## src/rtl/ro_meas_pkg.sv

```systemverilog
`default_nettype none
// ============================================================================
// Module      : ro_meas_pkg
// Description : Shared types and default constants for the ring-oscillator
//               frequency meter (FSM state encoding, parameter defaults).
// Revision    : 1.0 - initial release
// ============================================================================
package ro_meas_pkg;

  // Measurement sequencer states
  typedef enum logic [1:0] {
    ST_IDLE   = 2'd0,
    ST_SETTLE = 2'd1,
    ST_COUNT  = 2'd2,
    ST_DONE   = 2'd3
  } ro_meas_state_e;

  // Default parameter values
  localparam int NUM_CH_DEF = 80;   // 16 oscillators x 5 taps
  localparam int WIN_W_DEF  = 16;
  localparam int CNT_W_DEF  = 24;
  localparam int SETTLE_DEF = 8;

  // Smallest settle time that still flushes the tap mux + synchroniser
  localparam int SETTLE_MIN = 3;

endpackage : ro_meas_pkg
`default_nettype wire

```

## src/rtl/ro_edge_sync.sv

```systemverilog
`default_nettype none
// ============================================================================
// Module      : ro_edge_sync
// Description : Registered tap multiplexer, 2-flop synchroniser and an extra
//               flop for rising-edge detection of the selected tap.
// Ports       : clk_i  - system clock
//               rst_i  - asynchronous active-high reset
//               ro_i   - asynchronous oscillator taps
//               sel_i  - tap select (already qualified by the caller)
//               rise_o - one-cycle pulse per synchronised rising edge
// Revision    : 1.0 - initial release
// ============================================================================
module ro_edge_sync #(
  parameter int NUM_CH = 80,
  parameter int CH_W   = $clog2(NUM_CH)
) (
  input  logic              clk_i,
  input  logic              rst_i,
  input  logic [NUM_CH-1:0] ro_i,
  input  logic [CH_W-1:0]   sel_i,
  output logic              rise_o
);

  logic tap_d;
  logic tap_q;
  logic sync1_q;
  logic sync2_q;
  logic sync3_q;

  // Explicit compare loop keeps out-of-range selects at a defined 0
  always_comb begin
    tap_d = 1'b0;
    for (int i = 0; i < NUM_CH; i++) begin
      if (sel_i == i[CH_W-1:0]) begin
        tap_d = ro_i[i];
      end
    end
  end

  always_ff @(posedge clk_i or posedge rst_i) begin
    if (rst_i) begin
      tap_q   <= 1'b0;
      sync1_q <= 1'b0;
      sync2_q <= 1'b0;
      sync3_q <= 1'b0;
    end else begin
      tap_q   <= tap_d;
      sync1_q <= tap_q;
      sync2_q <= sync1_q;
      sync3_q <= sync2_q;
    end
  end

  assign rise_o = sync2_q & ~sync3_q;

endmodule : ro_edge_sync
`default_nettype wire

```

## src/rtl/ro_freq_meter.sv

```systemverilog
`default_nettype none
// ============================================================================
// Module      : ro_freq_meter
// Description : Ring-oscillator frequency meter. Selects one pre-divided tap,
//               enables the oscillators, waits a settle time, then counts
//               synchronised rising edges over a programmable window.
// Ports       : wb_clk_i/wb_rst_i - clock, async active-high reset
//               ro_in             - oscillator taps (asynchronous)
//               ch_sel_i/window_i - measurement setup, sampled on start
//               start_i/abort_i   - control
//               ro_en_o, ch_sel_o, busy_o, done_o, err_o, ovf_o, count_o
// Revision    : 1.0 - initial release
// ============================================================================
module ro_freq_meter
  import ro_meas_pkg::*;
#(
  parameter int NUM_CH = NUM_CH_DEF,
  parameter int CH_W   = $clog2(NUM_CH),
  parameter int WIN_W  = WIN_W_DEF,
  parameter int CNT_W  = CNT_W_DEF,
  parameter int SETTLE = SETTLE_DEF
) (
  input  logic              wb_clk_i,
  input  logic              wb_rst_i,
  input  logic [NUM_CH-1:0] ro_in,
  input  logic [CH_W-1:0]   ch_sel_i,
  input  logic [WIN_W-1:0]  window_i,
  input  logic              start_i,
  input  logic              abort_i,
  output logic              ro_en_o,
  output logic [CH_W-1:0]   ch_sel_o,
  output logic              busy_o,
  output logic              done_o,
  output logic              err_o,
  output logic              ovf_o,
  output logic [CNT_W-1:0]  count_o
);

  localparam int C_SETTLE = (SETTLE < SETTLE_MIN) ? SETTLE_MIN : SETTLE;
  localparam int C_SET_W  = $clog2(C_SETTLE);
  localparam logic [C_SET_W-1:0] C_SETTLE_LOAD = C_SET_W'(C_SETTLE - 1);
  localparam logic [CH_W:0]      C_NUM_CH      = NUM_CH[CH_W:0];

  ro_meas_state_e       state_q,  state_d;
  logic [C_SET_W-1:0]   settle_q, settle_d;
  logic [WIN_W-1:0]     win_q,    win_d;
  logic [CNT_W-1:0]     cnt_q,    cnt_d;
  logic [CNT_W-1:0]     count_q,  count_d;
  logic [CH_W-1:0]      ch_sel_q, ch_sel_d;
  logic                 ovf_q,    ovf_d;
  logic                 done_q,   done_d;
  logic                 err_q,    err_d;
  logic                 start_ok;
  logic                 rise;

  // The synchroniser follows the next-state channel so the tap mux switches
  // on the accepting edge; the settle time then covers the whole pipeline.
  ro_edge_sync #(
    .NUM_CH (NUM_CH),
    .CH_W   (CH_W)
  ) u_edge_sync (
    .clk_i  (wb_clk_i),
    .rst_i  (wb_rst_i),
    .ro_i   (ro_in),
    .sel_i  (ch_sel_d),
    .rise_o (rise)
  );

  assign start_ok = start_i && (window_i != '0) && ({1'b0, ch_sel_i} < C_NUM_CH);

  always_ff @(posedge wb_clk_i or posedge wb_rst_i) begin
    if (wb_rst_i) begin
      state_q  <= ST_IDLE;
      settle_q <= '0;
      win_q    <= '0;
      cnt_q    <= '0;
      count_q  <= '0;
      ch_sel_q <= '0;
      ovf_q    <= 1'b0;
      done_q   <= 1'b0;
      err_q    <= 1'b0;
    end else begin
      state_q  <= state_d;
      settle_q <= settle_d;
      win_q    <= win_d;
      cnt_q    <= cnt_d;
      count_q  <= count_d;
      ch_sel_q <= ch_sel_d;
      ovf_q    <= ovf_d;
      done_q   <= done_d;
      err_q    <= err_d;
    end
  end

  always_comb begin
    state_d  = state_q;
    settle_d = settle_q;
    win_d    = win_q;
    cnt_d    = cnt_q;
    count_d  = count_q;
    ch_sel_d = ch_sel_q;
    ovf_d    = ovf_q;
    done_d   = done_q;
    err_d    = 1'b0;

    case (state_q)
      ST_IDLE, ST_DONE: begin
        if (start_ok) begin
          ch_sel_d = ch_sel_i;
          // Window counter holds remaining cycles minus one
          win_d    = window_i - WIN_W'(1);
          settle_d = C_SETTLE_LOAD;
          cnt_d    = '0;
          ovf_d    = 1'b0;
          done_d   = 1'b0;
          state_d  = ST_SETTLE;
        end else if (start_i) begin
          err_d = 1'b1;
        end
      end

      ST_SETTLE: begin
        if (abort_i) begin
          ovf_d   = 1'b0;
          state_d = ST_IDLE;
        end else if (settle_q == '0) begin
          state_d = ST_COUNT;
        end else begin
          settle_d = settle_q - C_SET_W'(1);
        end
      end

      ST_COUNT: begin
        if (abort_i) begin
          ovf_d   = 1'b0;
          state_d = ST_IDLE;
        end else begin
          if (rise) begin
            if (cnt_q == '1) begin
              ovf_d = 1'b1;
            end else begin
              cnt_d = cnt_q + CNT_W'(1);
            end
          end
          if (win_q == '0) begin
            // Final cycle: publish including this cycle's edge
            count_d = cnt_d;
            done_d  = 1'b1;
            state_d = ST_DONE;
          end else begin
            win_d = win_q - WIN_W'(1);
          end
        end
      end

      default: state_d = ST_IDLE;
    endcase
  end

  assign busy_o   = (state_q == ST_SETTLE) || (state_q == ST_COUNT);
  assign ro_en_o  = busy_o;
  assign ch_sel_o = ch_sel_q;
  assign done_o   = done_q;
  assign err_o    = err_q;
  assign ovf_o    = ovf_q;
  assign count_o  = count_q;

endmodule : ro_freq_meter
`default_nettype wire
```

## config.mk

```make
export PLATFORM = sky130hd
export DESIGN_NAME = ro_freq_meter
export DESIGN_NICKNAME = d
export VERILOG_FILES = /design/src/rtl/ro_meas_pkg.sv /design/src/rtl/ro_edge_sync.sv /design/src/rtl/ro_freq_meter.sv
export SDC_FILE = /design/constraint.sdc
export NUM_CORES = 1
export LEC_CHECK = 0
export CORE_ASPECT_RATIO = 0.75
export CORE_MARGIN = 2
export CORE_UTILIZATION = 50
export DETAILED_ROUTE_END_ITERATION = 8
export GPL_TIMING_DRIVEN = 1
export PLACE_DENSITY = 0.8
export SYNTH_ARGS = -nofsm -noshare
export SYNTH_HDL_FRONTEND = slang
export SYNTH_HIERARCHICAL = 1
export SYNTH_SLANG_ARGS = --single-unit
```

## constraint.sdc

```tcl
create_clock -name wb_clk_i -period 8.98 [get_ports wb_clk_i]
set_clock_uncertainty 0.1 [all_clocks]
set_input_delay 2.694 -clock wb_clk_i [delete_from_list [all_inputs] [get_ports wb_clk_i]]
set_output_delay 2.694 -clock wb_clk_i [all_outputs]
set_load 0.02 [all_outputs]
```

# Word level (Yosys, flattened, before mapping)
# Cells that the tools add are included.
[totals] ff_bits=83 inputBits=107 output_inout_bits=36
[op_classes] n_addsub=4 magnitude_cmp=1 eq_ne=94 muxes=113 n_bitwise=3 n_reduce_logical=18
[op_table] operator="$eq 7x6->1 const B" count=32
[op_table] operator="$eq 7x5->1 const B" count=16
[op_table] operator="$eq 7x7->1 const B" count=16
[op_table] operator="$mux 24" count=4
[op_table] operator="$mux 1" count=90
[op_table] operator="$eq 7x4->1 const B" count=8
[op_table] operator="$mux 16" count=3
[op_table] operator="$pmux 24 s2" count=1
[op_table] operator="$pmux 16 s2" count=1
[op_table] operator="$sub 16x1->16 const B" count=2
[op_table] operator="$eq 7x3->1 const B" count=4
[op_table] operator="$add 24x1->24 const B" count=1
[op_table] operator="$eq 24x24->1 const B" count=1
[op_table] operator="$logic_not 16->1" count=1
[op_table] operator="$reduce_and 4->1" count=4
[op_table] operator="$reduce_bool 16->1" count=1
[op_table] operator="$eq 7x2->1 const B" count=2
[op_table] operator="$mux 7" count=2
[op_table] operator="$ne 2x2->1 const B" count=7
[op_table] operator="$ne 3x3->1 const B" count=4
[op_table] operator="$mux 2" count=5
[op_table] operator="$mux 3" count=3
[op_table] operator="$reduce_and 3->1" count=3
[op_table] operator="$eq 7x1->1 const B" count=1
[op_table] operator="17 further kinds" count=21

# Logic depth before layout (Yosys ltp)
# Gate-level depths: netlist of run 1.
[logic_depth] word_depth=86 mapped_depth=14 depth_no_buf=11

# Modules after synthesis
# Netlist of run 1, hierarchy kept.
[modules_own_cells] module="ro_freq_meter" instances=1 cells_each=504 area_per_inst_um2=4679.5 seq_area_each_um2=1976.9
[modules_own_cells] module="ro_edge_sync" instances=1 cells_each=191 area_per_inst_um2=1416.4 seq_area_each_um2=100.1

# Worst setup path before layout of run 1
# No wires, ideal clock.
[synth_timing] kind="input-to-reg" from="input port window_i[10]" to="register u_edge_sync.tap_q" arrival_ps=5058 path_slack_ps=3692 stages=14 path_cell_list="nor4_1 nand4_1 nand4_1 mux2_2 buf_6 buf_8 buf_8 buf_2 o21ai_0 o21ai_0 nand2_1 nand2_1 a31oi_1 o211ai_1"
[synth_via] elab_chain_len=86 word_cells_on_any_way=165 cone_classes="eq/ne: 79; mux: 82; reduce/logical: 4"
[synth_lines] element="start: declaration" line="ro_freq_meter.sv:27" source="input logic [WIN_W-1:0] window_i,"
[synth_lines] element="$reduce_bool 16->1 *" line="ro_freq_meter.sv:69" source="assign start_ok = start_i && (window_i != '0) && ({1'b0, ch_sel_i} < C_NUM_CH);"
[synth_lines] element="$logic_and 1x1->1 * (2 in series)" line="ro_freq_meter.sv:69"
[synth_lines] element="$mux 7 *" line="ro_freq_meter.sv:108" source="if (start_ok) begin"
[synth_lines] element="$mux 7 *" line="ro_freq_meter.sv:106" source="case (state_q)"
[synth_lines] element="named net ch_sel_d[0]" line="ro_freq_meter.sv:49" source="logic [CH_W-1:0] ch_sel_q, ch_sel_d;"
[synth_lines] element="$logic_not 7->1" line="ro_edge_sync.sv:34" source="if (sel_i == i[CH_W-1:0]) begin"
[synth_lines] element="$mux 1 (79 in series)" line="ro_edge_sync.sv:34"
[synth_lines] element="$mux 1 *" line="ro_edge_sync.sv:34"
[synth_lines] element="named net u_edge_sync.tap_d" line="ro_edge_sync.sv:24" source="logic tap_d;"
[synth_lines] element="end signal: assignment" line="ro_edge_sync.sv:47" source="tap_q <= tap_d;"
[synth_lines] element="end: declaration" line="ro_edge_sync.sv:25" source="logic tap_q;"
# The timed path passes the listed nets; every way through them passes the cells marked *.
# A chain may end at the register's enable or synchronous reset.

# Final worst setup path of run 1
# Ends and elaborated chain as after synthesis.

==> flow_summary_export.csv, run 1 <==
group,metric,value,unit
yosys,syn_nets,808,
timing,finalCritPeriodShare,73.5,%
clock_network,cts_resized,0,
clock_network,cts_buffer_depth,2,
global_routing,grt_overflow,0,
clock_network,clk_pin_slew,0.07,ns
final_layout,num-nets-final,924,
global_routing,grt_pass1_vias,5580,
final_layout,num_antenna_cells,0,
floorplanning,fp.dieH,99.6,µm
place,gp_congestion,0.935,
yosys,synth-seq-cells,83,
timing,hold_viol,0,
timing,worst_pin_slew,1.07,ns
worst_setup_path,cp_slowest_cell,"mux2_2",
yosys,syn_area,6100,µm²
worst_setup_path,r2r_end,"u_edge_sync/tap_q",
global_routing,grt_max_degree,80,
worst_setup_path,startpoint,"window_i[10]",
worst_setup_path,worst_r2r_path_depth,10,
clock_network,post_cts_buffers,0,
min_path,min_path_cells,0,
final_layout,multi_input_comb_area,3650,µm²
yosys,synth_seq_area_share,34.1,%
floorplanning,num_rows,34,
place,place_ws,2.09,ns
run,maxCapViolations,0,
min_path,hp-class,"register to register",
timing,period_minus_slack,6.60,ns
place,placed_cells,962,
route,finalWirelength,17600,µm
place,hpwl,13100,µm
route,wl_per_cell,18.0,µm
power_and_ir_drop,p_per_area,234,nW/µm²
route,dr.pass1.iters,6,
min_path,hold_end,"u_edge_sync/sync2_q",
worst_setup_path,rr_startpoint,"state_q[0]",
floorplanning,dieArea,13100,µm²
worst_setup_path,end_kind,"register",
final_layout,drive_gt1_share,9.07,%
timing,finalSetupViolations,0,
clock_network,cts_hold_buf,0,
floorplanning,io_pins,143,
min_path,hold_path.startpoint,"u_edge_sync/sync1_q",
floorplanning,initial_core_util,51.9,%
power_and_ir_drop,ir_worst_vdd,0.000376,V
route,ant_nets,0,
worst_setup_path,r2r_setup_slack,5.16,ns
worst_setup_path,required,9.10,ns
timing,rsz0062_at_grt,"false",
timing,fmax,0.152,GHz
final_layout,fill_cells,989,
yosys,async_reset_ff_share,100,%
floorplanning,fp.dieW,131,µm
yosys,yosysWarningCount,6,
route,via_per_inst,6.04,
final_layout,area_growth,27.3,%
worst_setup_path,arrival,6.72,ns
power_and_ir_drop,p_total,1.82,mW
clock_network,clk_latency,0.34,ns
global_routing,antenna_found_initial,0,
clock_network,cts_tree,"done",
timing,slew_headroom,28.5,%
timing,setup_ws,2.38,ns
yosys,ys_types,82,
final_layout,final_util,66.1,%
power_and_ir_drop,p_leak,2.96,nW
route,detail_route.drc_violations,0,
route,drt-initial-drc-count,557,
timing,finalMaxSlewViolations,0,
clock_network,htreeDepth,3,
run_status,status,"finished, final reports clean",
worst_setup_path,critPathLaunchType,"input pin",
global_routing,grt_usage,26.7,%
yosys,synth_edf_count,0,
floorplanning,core,11700,µm²
final_layout,ff_latch_area,2080,µm²
global_routing,grt_pass1_wl,28500,µm
timing,fin_tns_setup,0,ns
final_layout,layout.cells.non_filler,978,
worst_setup_path,crit_chain,"clkdlybuf4s50_1 -> nor4_1 -> nand4_1 -> nand4_1 -> mux2_2 -> nand2b_1 -> o221ai_2 -> a31oi_1 -> a221o_1 -> a31oi_1 -> o211ai_1",
yosys,synthFlopType,"dfrtp_1",
clock_network,cts_root_buf,"clkbuf_16",
worst_setup_path,crit_fanout,53,
place,io_buffers,142,
clock_network,tritoncts_num_sinks,83,
worst_setup_path,critPathKind,"input pin to register",
route,vias,5909,
yosys,synthCells,695,
yosys,postSynthAreaPerCell,8.77,µm²
clock_network,cts_inserted_buffers,9,
worst_setup_path,critPathMaxStageDelay,0.95,ns
==> sequential cells by signal, indices dropped and copies added (netlist names) <==
signal	flops
count_o	24
u_edge_sync/sync1_q	1
u_edge_sync/tap_q	1
settle_q	3
err_o	1
u_edge_sync/sync2_q	1
done_o	1
win_q	16
ovf_o	1
state_q	2
cnt_q	24
u_edge_sync/sync3_q	1
ch_sel_o	7
==> Yosys cell counts (all sizes together), types with 6 or more instances <==
cell	count	area (µm²)
o211ai	9	67.6
nand3	34	190
nor2b	9	56.3
clkbuf	13	60.1
nor3b	6	60.1
mux2	17	191
nor4	17	125
nor3	17	113
xnor2	15	131
inv	23	86.3
nand4	9	71.3
and3	8	55.1
nand2b	11	71.3
mux2i	25	250
ha	6	75.1
a41oi	11	96.3
o21ai	64	324
or3	8	55.1
xor2	19	166
a21oi	37	196
dfrtp	83	2080
nor2	47	176
nand2	75	282
a32oi	6	52.6
buf	29	220
a31oi	29	211
==> worst max-delay path: cells and delay by family <==
family                 cells  cell delay (ns)
and+or+nand+nor            4             1.59
muxes                      1             0.95
AOI/OAI and AO/OA          5             1.00
buffers and inverters      1             0.45
==> area by class of cell <==
cell class	instances	share of cell area [%]
Clock buffer	10	2.95
Clock inverter	6	0.629
Inverter	23	1.13
Multi-Input combinational cell	547	47.1
Sequential cell	83	26.8
Tap cell	162	2.61
Timing Repair Buffer	147	18.8
==> cells by family after synthesis <==
group | share of synthesized area [%]
compound gates | 21.9
xor+xnor | 4.89
fa+ha+maj | 1.23
buf+inv | 6.01
flops | 34.1
mux | 8.72
simple gates | 23.1
==> placed cells by master (no fill, tap or decap), drive strengths merged, types with 6 or more instances in the layout <==
master / synthesis / routed
clkdlybuf4s50: 0 / 142
dfrtp: 83 / 83
nand2: 75 / 75
o21ai: 64 / 64
nor2: 47 / 47
a21oi: 37 / 37
nand3: 34 / 34
a31oi: 29 / 29
mux2i: 25 / 25
inv: 23 / 24
xor2: 19 / 19
mux2: 17 / 17
nor4: 17 / 17
nor3: 17 / 17
xnor2: 15 / 15
a41oi: 11 / 11
nand2b: 11 / 11
clkbuf: 13 / 10
nor2b: 9 / 9
o211ai: 9 / 9
nand4: 9 / 9
and3: 8 / 8
or3: 8 / 8
a32oi: 6 / 6
ha: 6 / 6
nor3b: 6 / 6
==> worst max path at each step <==
stage	end	slack, ns	cells past startpoint
6_report	u_edge_sync/tap_q	2.38	11
5_1_grt	u_edge_sync/tap_q	2.10	11
3_3_place_gp	u_edge_sync/tap_q	2.25	12
2_1_floorplan	u_edge_sync/tap_q	3.69	14
3_5_place_dp	u_edge_sync/tap_q	2.09	11
4_1_cts	u_edge_sync/tap_q	2.46	11
==> power by group <==
| group | internal [mW] | switching [mW] | total, mW |
|---|---|---|---|
| registers | 0.441 | 0.0574 | 0.499 |
| clock network | 0.190 | 0.159 | 0.349 |
| logic | 0.381 | 0.588 | 0.970 |
| total | 1.01 | 0.805 | 1.82 |
==> routing by layer <==
layer	part of all wire [%]	global-route usage (%)	vias to the layer above
met1	46	39.0	2856
met5	0	0	-
met3	6.6	4.69	16
li1	-	-	2812
met2	46	42.6	225
met4	0.96	3.85	0
==> metrics by stage <==
stage	instance area, µm²	hold WS [ns]
3_3_place_gp	7480	0.234
2_1_floorplan	6100	0.231
5_1_grt	7760	0.256
3_5_place_dp	7480	0.236
4_1_cts	7760	0.252
6_report	7760	0.250
(Power assumes the default switching activity.)
==> run 2, diff against run 1 <==
==> constraint.sdc (replaced) <==
create_clock -name wb_clk_i -period 6.6 [get_ports wb_clk_i]
set_clock_uncertainty 0.1 [all_clocks]
set_input_delay 1.98 -clock wb_clk_i [delete_from_list [all_inputs] [get_ports wb_clk_i]]
set_output_delay 1.98 -clock wb_clk_i [all_outputs]
set_load 0.02 [all_outputs]
==> run 2 against run 1 <==
  * Design area rose by 0.66%
  * Critical path type unchanged
  * Count of clock-buffer cells in the layout rose by 1
  * Flip-flop and latch count stayed put
  * Die area is the same
  * Utilization up 0.44 points
  * Highest routed layer unchanged
  * Setup slack got worse by 1.6 ns
  * Cell count rose by 0.20%
==> flow_summary_export.csv, run 2 (synthesis gave the netlist of run 1 again) <==
group,metric,value,unit
worst_setup_path,critPathKind,"input pin to register",
timing,worst_pin_slew,1.08,ns
clock_network,htreeDepth,3,
floorplanning,num_rows,34,
min_path,hp-class,"register to register",
run_status,status,"finished, final reports clean",
route,dr.pass1.iters,6,
timing,finalSetupViolations,0,
route,detail_route.drc_violations,0,
place,place_ws,0.531,ns
floorplanning,core,11700,µm²
timing,finalCritPeriodShare,87.5,%
timing,setup_ws,0.827,ns
floorplanning,dieArea,13100,µm²
timing,hold_viol,0,
clock_network,cts_root_buf,"clkbuf_16",
floorplanning,fp.dieW,131,µm
min_path,min_path_cells,0,
worst_setup_path,worst_r2r_path_depth,10,
global_routing,grt_pass1_vias,5683,
final_layout,final_util,66.5,%
route,ant_nets,0,
worst_setup_path,required,6.71,ns
timing,slew_headroom,28.3,%
floorplanning,io_pins,143,
clock_network,cts_resized,0,
worst_setup_path,crit_fanout,53,
global_routing,grt_pass1_wl,28900,µm
route,via_per_inst,6.10,
route,drt-initial-drc-count,552,
clock_network,clk_pin_slew,0.06,ns
floorplanning,fp.dieH,99.6,µm
timing,rsz0062_at_grt,"false",
power_and_ir_drop,p_per_area,326,nW/µm²
final_layout,num-nets-final,926,
final_layout,final_common_cell,"clkdlybuf4s50_1",
place,gp_congestion,0.922,
clock_network,post_cts_buffers,0,
power_and_ir_drop,p_total,2.55,mW
clock_network,tritoncts_num_sinks,83,
global_routing,grt_usage,27.1,%
min_path,hold_path.startpoint,"u_edge_sync/tap_q",
place,io_buffers,142,
global_routing,grt_overflow,0,
clock_network,cts_buffer_depth,2,
final_layout,fill_cells,989,
timing,fmax,0.173,GHz
timing,holdWs,0.248,ns
worst_setup_path,critPathLaunchType,"input pin",
worst_setup_path,r2r_end,"u_edge_sync/tap_q",
place,hpwl,13500,µm
power_and_ir_drop,ir_worst_vdd,0.000383,V
global_routing,antenna_found_initial,0,
route,finalWirelength,17900,µm
final_layout,area_growth,28.1,%
final_layout,num_antenna_cells,0,
clock_network,cts_inserted_buffers,9,
global_routing,grt_max_degree,55,
power_and_ir_drop,p_leak,3.00,nW
run,maxCapViolations,0,
worst_setup_path,rr_startpoint,"state_q[0]",
worst_setup_path,end_kind,"register",
route,wl_per_cell,18.3,µm
timing,fin_tns_setup,0,ns
clock_network,cts_tree,"done",
timing,finalMaxSlewViolations,0,
final_layout,ff_latch_area,2080,µm²
min_path,hold_end,"u_edge_sync/sync1_q",
clock_network,cts_hold_buf,0,
floorplanning,initial_core_util,51.9,%
final_layout,drive_gt1_share,9.41,%
clock_network,clk_latency,0.34,ns
timing,period_minus_slack,5.77,ns
worst_setup_path,r2r_setup_slack,2.78,ns
worst_setup_path,arrival,5.89,ns
route,vias,5979,
final_layout,multi_input_comb_area,3650,µm²
final_layout,final_cell_mix,"clkdlybuf4s50_1 (142), dfrtp_1 (83), nand2_1 (75)",
run 2: where the power goes:
group / internal (mW) / switching, mW / leakage (nW)
logic: 0.526 / 0.820 / 1.74
registers: 0.601 / 0.0798 / 1.10
clock network: 0.315 / 0.207 / 0.156
total: 1.44 / 1.11 / 3.00
run 2: final cells by class:
type	count	share of cell area, %
Clock buffer	11	3.24
Clock inverter	5	0.785
Inverter	23	1.12
Multi-Input combinational cell	547	46.8
Sequential cell	83	26.6
Tap cell	162	2.60
Timing Repair Buffer	149	18.9
run 2: worst max-delay path by stage:
stage                      start                end  slack, ns  cells past startpoint
CTS                 window_i[10]  u_edge_sync/tap_q       0.89                     11
global placement     window_i[9]  u_edge_sync/tap_q       0.65                     11
finish               window_i[8]  u_edge_sync/tap_q       0.83                     11
floorplan           window_i[10]  u_edge_sync/tap_q       2.03                     14
global route         window_i[9]  u_edge_sync/tap_q       0.63                     11
detailed placement  window_i[10]  u_edge_sync/tap_q       0.53                     11
run 2: per-stage QoR:
step	std cells	area, µm²
2_1_floorplan	695	6100
3_3_place_gp	964	7500
3_5_place_dp	964	7500
4_1_cts	980	7810
5_1_grt	980	7810
6_report	980	7810
run 2: worst max-delay path, cell delays in order:
cell and delay, ns:
clkdlybuf4s50_1 0.48, nor4_1 0.49, nand4_1 0.25, nand4_1 0.33, mux2_2 0.94, nand2b_1 0.38
o221ai_2 0.26, a31oi_1 0.12, a221o_1 0.32, a31oi_1 0.18, o211ai_1 0.10
run 2: metal layers:
layer  vias to the layer above  routed length, µm  global-route usage [%]
met1                      2911               8200                    38.1
met3                        19               1250                    6.37
met4                         0                209                    6.27
met5                         -                  0                       0
met2                       238               8280                    42.8
li1                       2811                  -                       -
==> RTL change (flow settings as in run 1) <==
Reset style: synchronous (`rst_i` and `wb_rst_i`), changed in 2 clocked blocks. Comments in the files are not updated.
--- a/src/rtl/ro_edge_sync.sv
+++ b/src/rtl/ro_edge_sync.sv
@@ -39,3 +39,3 @@
 
-  always_ff @(posedge clk_i or posedge rst_i) begin
+  always_ff @(posedge clk_i) begin
     if (rst_i) begin
--- a/src/rtl/ro_freq_meter.sv
+++ b/src/rtl/ro_freq_meter.sv
@@ -70,3 +70,3 @@
 
-  always_ff @(posedge wb_clk_i or posedge wb_rst_i) begin
+  always_ff @(posedge wb_clk_i) begin
     if (wb_rst_i) begin
Formal check against the unedited RTL: differs if wb_rst_i is asserted again (counterexample within 4 cycles, from zero or initial values and one cycle with wb_rst_i high); with wb_rst_i held inactive, the same outputs for 10 cycles.
==> RTL change against run 1 <==
- worst setup slack got worse by 590 ps
- die area fell by 3.7%
- sequential cell count did not move
- design area fell by 3.5%
- routed wire length fell by 1.1%
- non-clock buffer count fell by 1
- area after synthesis fell by 3.9%
Power is not compared: it rests on default switching activity, and its combinational part moved more than twofold at a synthesized area within 25%.
==> RTL change: results (changes against run 1) <==
** GRT
- Initial antenna violation count :: 0 (unchanged)
- Largest net degree at the start of global routing :: 58 (-28%)
- First-pass GRT wire length :: 28100 microns (-1.3%)
- The number of global-route vias before repair came to 5751 (+3.1%).
- Total GRT Usage :: 0.276 (+0.00903)
- Congestion Overflow GR :: 0 (unchanged)

** Clock network
- TritonCTS buffer count :: 9 (unchanged)
- The number of H-tree levels was 3 (unchanged).
- The number of buffers on the longest clock path is 2 (unchanged).
- Count of instances resized after the clock tree is built :: 0 (unchanged)
- Count of buffers added by post-CTS timing repair for setup :: 0 (unchanged)
- Clock-pin slew on the worst setup and hold paths :: 70 ps (about the same)

** Final layout
- Share of cells above drive strength 1 :: 0.0680 (-0.0227)
- Relative to the synthesized area, the layout overhead comes to 27.8%.
- Net total in the final layout :: 946 (+2.4%)
- Filler cell count :: 981 (-0.81%)
- Count of inserted antenna diode cells :: 0 (unchanged)

** Placement
- Placed Area :: 7210 sq um (-3.7%)
- The routability congestion estimate from global placement is 0.922 (-1.4%).
- Placement Setup Slack :: 1540 ps (-548 ps)
- Count of port buffers added during placement :: 142 (unchanged)
- Hpwl dp :: 12900 microns (-1.4%)

** Drt
- DRC marker count from the first detailed-route iteration :: 592 (+6.3%)
- The length of the first detailed-routing pass in iterations came to 6 (unchanged).
- Vias after detailed routing :: 6098 (+3.2%)
- The total length of routed wires was 17400 microns (-1.1%).

** Timing
- The final worst-path setup slack came to 1790 ps (-594 ps).
- The pin slew with the least headroom to its limit came to 1260 ps (+185 ps).

** Yosys
- Largest cells by area after synthesis :: sky130_fd_sc_hd__dfxtp_1 (28%), sky130_fd_sc_hd__nor2_1 (4.0%), sky130_fd_sc_hd__a211oi_1 (4.0%), sky130_fd_sc_hd__xnor2_1 (3.9%), sky130_fd_sc_hd__a21oi_1 (3.8%)
- Top cell types by occurrence after synthesis :: sky130_fd_sc_hd__dfxtp_1 (83), sky130_fd_sc_hd__nor2_1 (63), sky130_fd_sc_hd__nand2_1 (57), sky130_fd_sc_hd__a21oi_1 (45), sky130_fd_sc_hd__o21ai_0 (36)
- The count of synthesis-stage warnings from yosys was 6 (unchanged).
- The number of different library cells in the post-synthesis netlist was 87 (+6.1%).
- The portion of the post-synthesis area used by sequential elements came to 0.284 (-0.0572).
- The post-synthesis async set-or-reset flop share was 0 (-1.00).
- Syn_nets :: 835 (+3.3%)

** Power and ir drop
- The worst-case IR drop observed on VDD is 95.7 uV.
- Summed over all cells, the static leakage comes to 0.00248 uW.

** Setup path
- Reg2reg setup slack :: 4960 ps (-200 ps)
- Largest fanout of any net on the critical path :: 50 (-5.7%)
- Worst stage delay on the critical path :: 810 ps (-140 ps)
- Arrival time worst endpoint :: 7320 ps (+600 ps)
- Critical path's top delay family :: simple AND/OR/NAND/NOR gates

** Run status
- The flow ran to the end, and the final reports show no timing, DRC or antenna violations.
RTL change: cell count changes in the layout (fill, tap and decap cells not counted), moves of 10 or more:
cell,delta
sky130_fd_sc_hd__nor2_1,+17
sky130_fd_sc_hd__a41oi_1,-10
sky130_fd_sc_hd__dfrtp_1,-83
sky130_fd_sc_hd__dfxtp_1,+83
sky130_fd_sc_hd__nand2_1,-18
sky130_fd_sc_hd__xor2_1,-10
sky130_fd_sc_hd__nor3_1,+11
sky130_fd_sc_hd__xnor2_1,+11
sky130_fd_sc_hd__a211oi_1,+29
sky130_fd_sc_hd__o21ai_1,-11
sky130_fd_sc_hd__o21ai_0,-10
sky130_fd_sc_hd__nand3_1,-14
sky130_fd_sc_hd__nor4_1,-10
RTL change: power by group:
| group | internal, uW | switching [uW] | leakage [uW] | total, uW |
|---|---|---|---|---|
| clock network | 191 | 165 | 0.000129 | 356 |
| logic | 190 | 258 | 0.00168 | 448 |
| registers | 397 | 24.3 | 0.000673 | 421 |
| total | 778 | 447 | 0.00248 | 1220 |
RTL change: cell families after synthesis:
logic type | count (synthesis) | synth area share
AO/OA/AOI/OAI | 212 | 0.240
multiplexers | 40 | 0.0771
AND/OR/NAND/NOR | 281 | 0.270
buffers and inverters | 65 | 0.0638
adder cells (fa/ha/maj) | 6 | 0.0128
flip-flops | 83 | 0.284
XOR/XNOR | 35 | 0.0523
RTL change: final timing paths:
path | to | cells after the start | startpoint
min | u_edge_sync/sync2_q$_SDFF_PP0_ | 1 | u_edge_sync/sync1_q$_SDFF_PP0_
min reg2reg | u_edge_sync/sync2_q$_SDFF_PP0_ | 1 | u_edge_sync/sync1_q$_SDFF_PP0_
max reg2reg | u_edge_sync/tap_q$_SDFF_PP0_ | 10 | state_q[0]$_SDFFE_PP0P_
max | u_edge_sync/tap_q$_SDFF_PP0_ | 12 | window_i[11]
RTL change: cell type report:
type	count	area share
well taps	162	0.0271
inverters	19	0.00952
repair buffers	146	0.193
clock buffers	9	0.0301
flip-flops and latches	83	0.222
clock inverters	7	0.00768
multi-input cells	574	0.511
RTL change: metrics by stage:
step / instances / hold slack, ps
6_report: 1000 / 357
5_1_grt: 1000 / 373
4_1_cts: 1000 / 360
3_5_place_dp: 984 / 330
3_3_place_gp: 984 / 327
2_1_floorplan: 722 / 314
RTL change: layer usage:
layer	wire (microns)	part of all wire	global-route usage
met5	0	0	0
met4	281	0.016	0.0903
met3	1400	0.081	0.0526
met2	7720	0.44	0.422
met1	7990	0.46	0.392
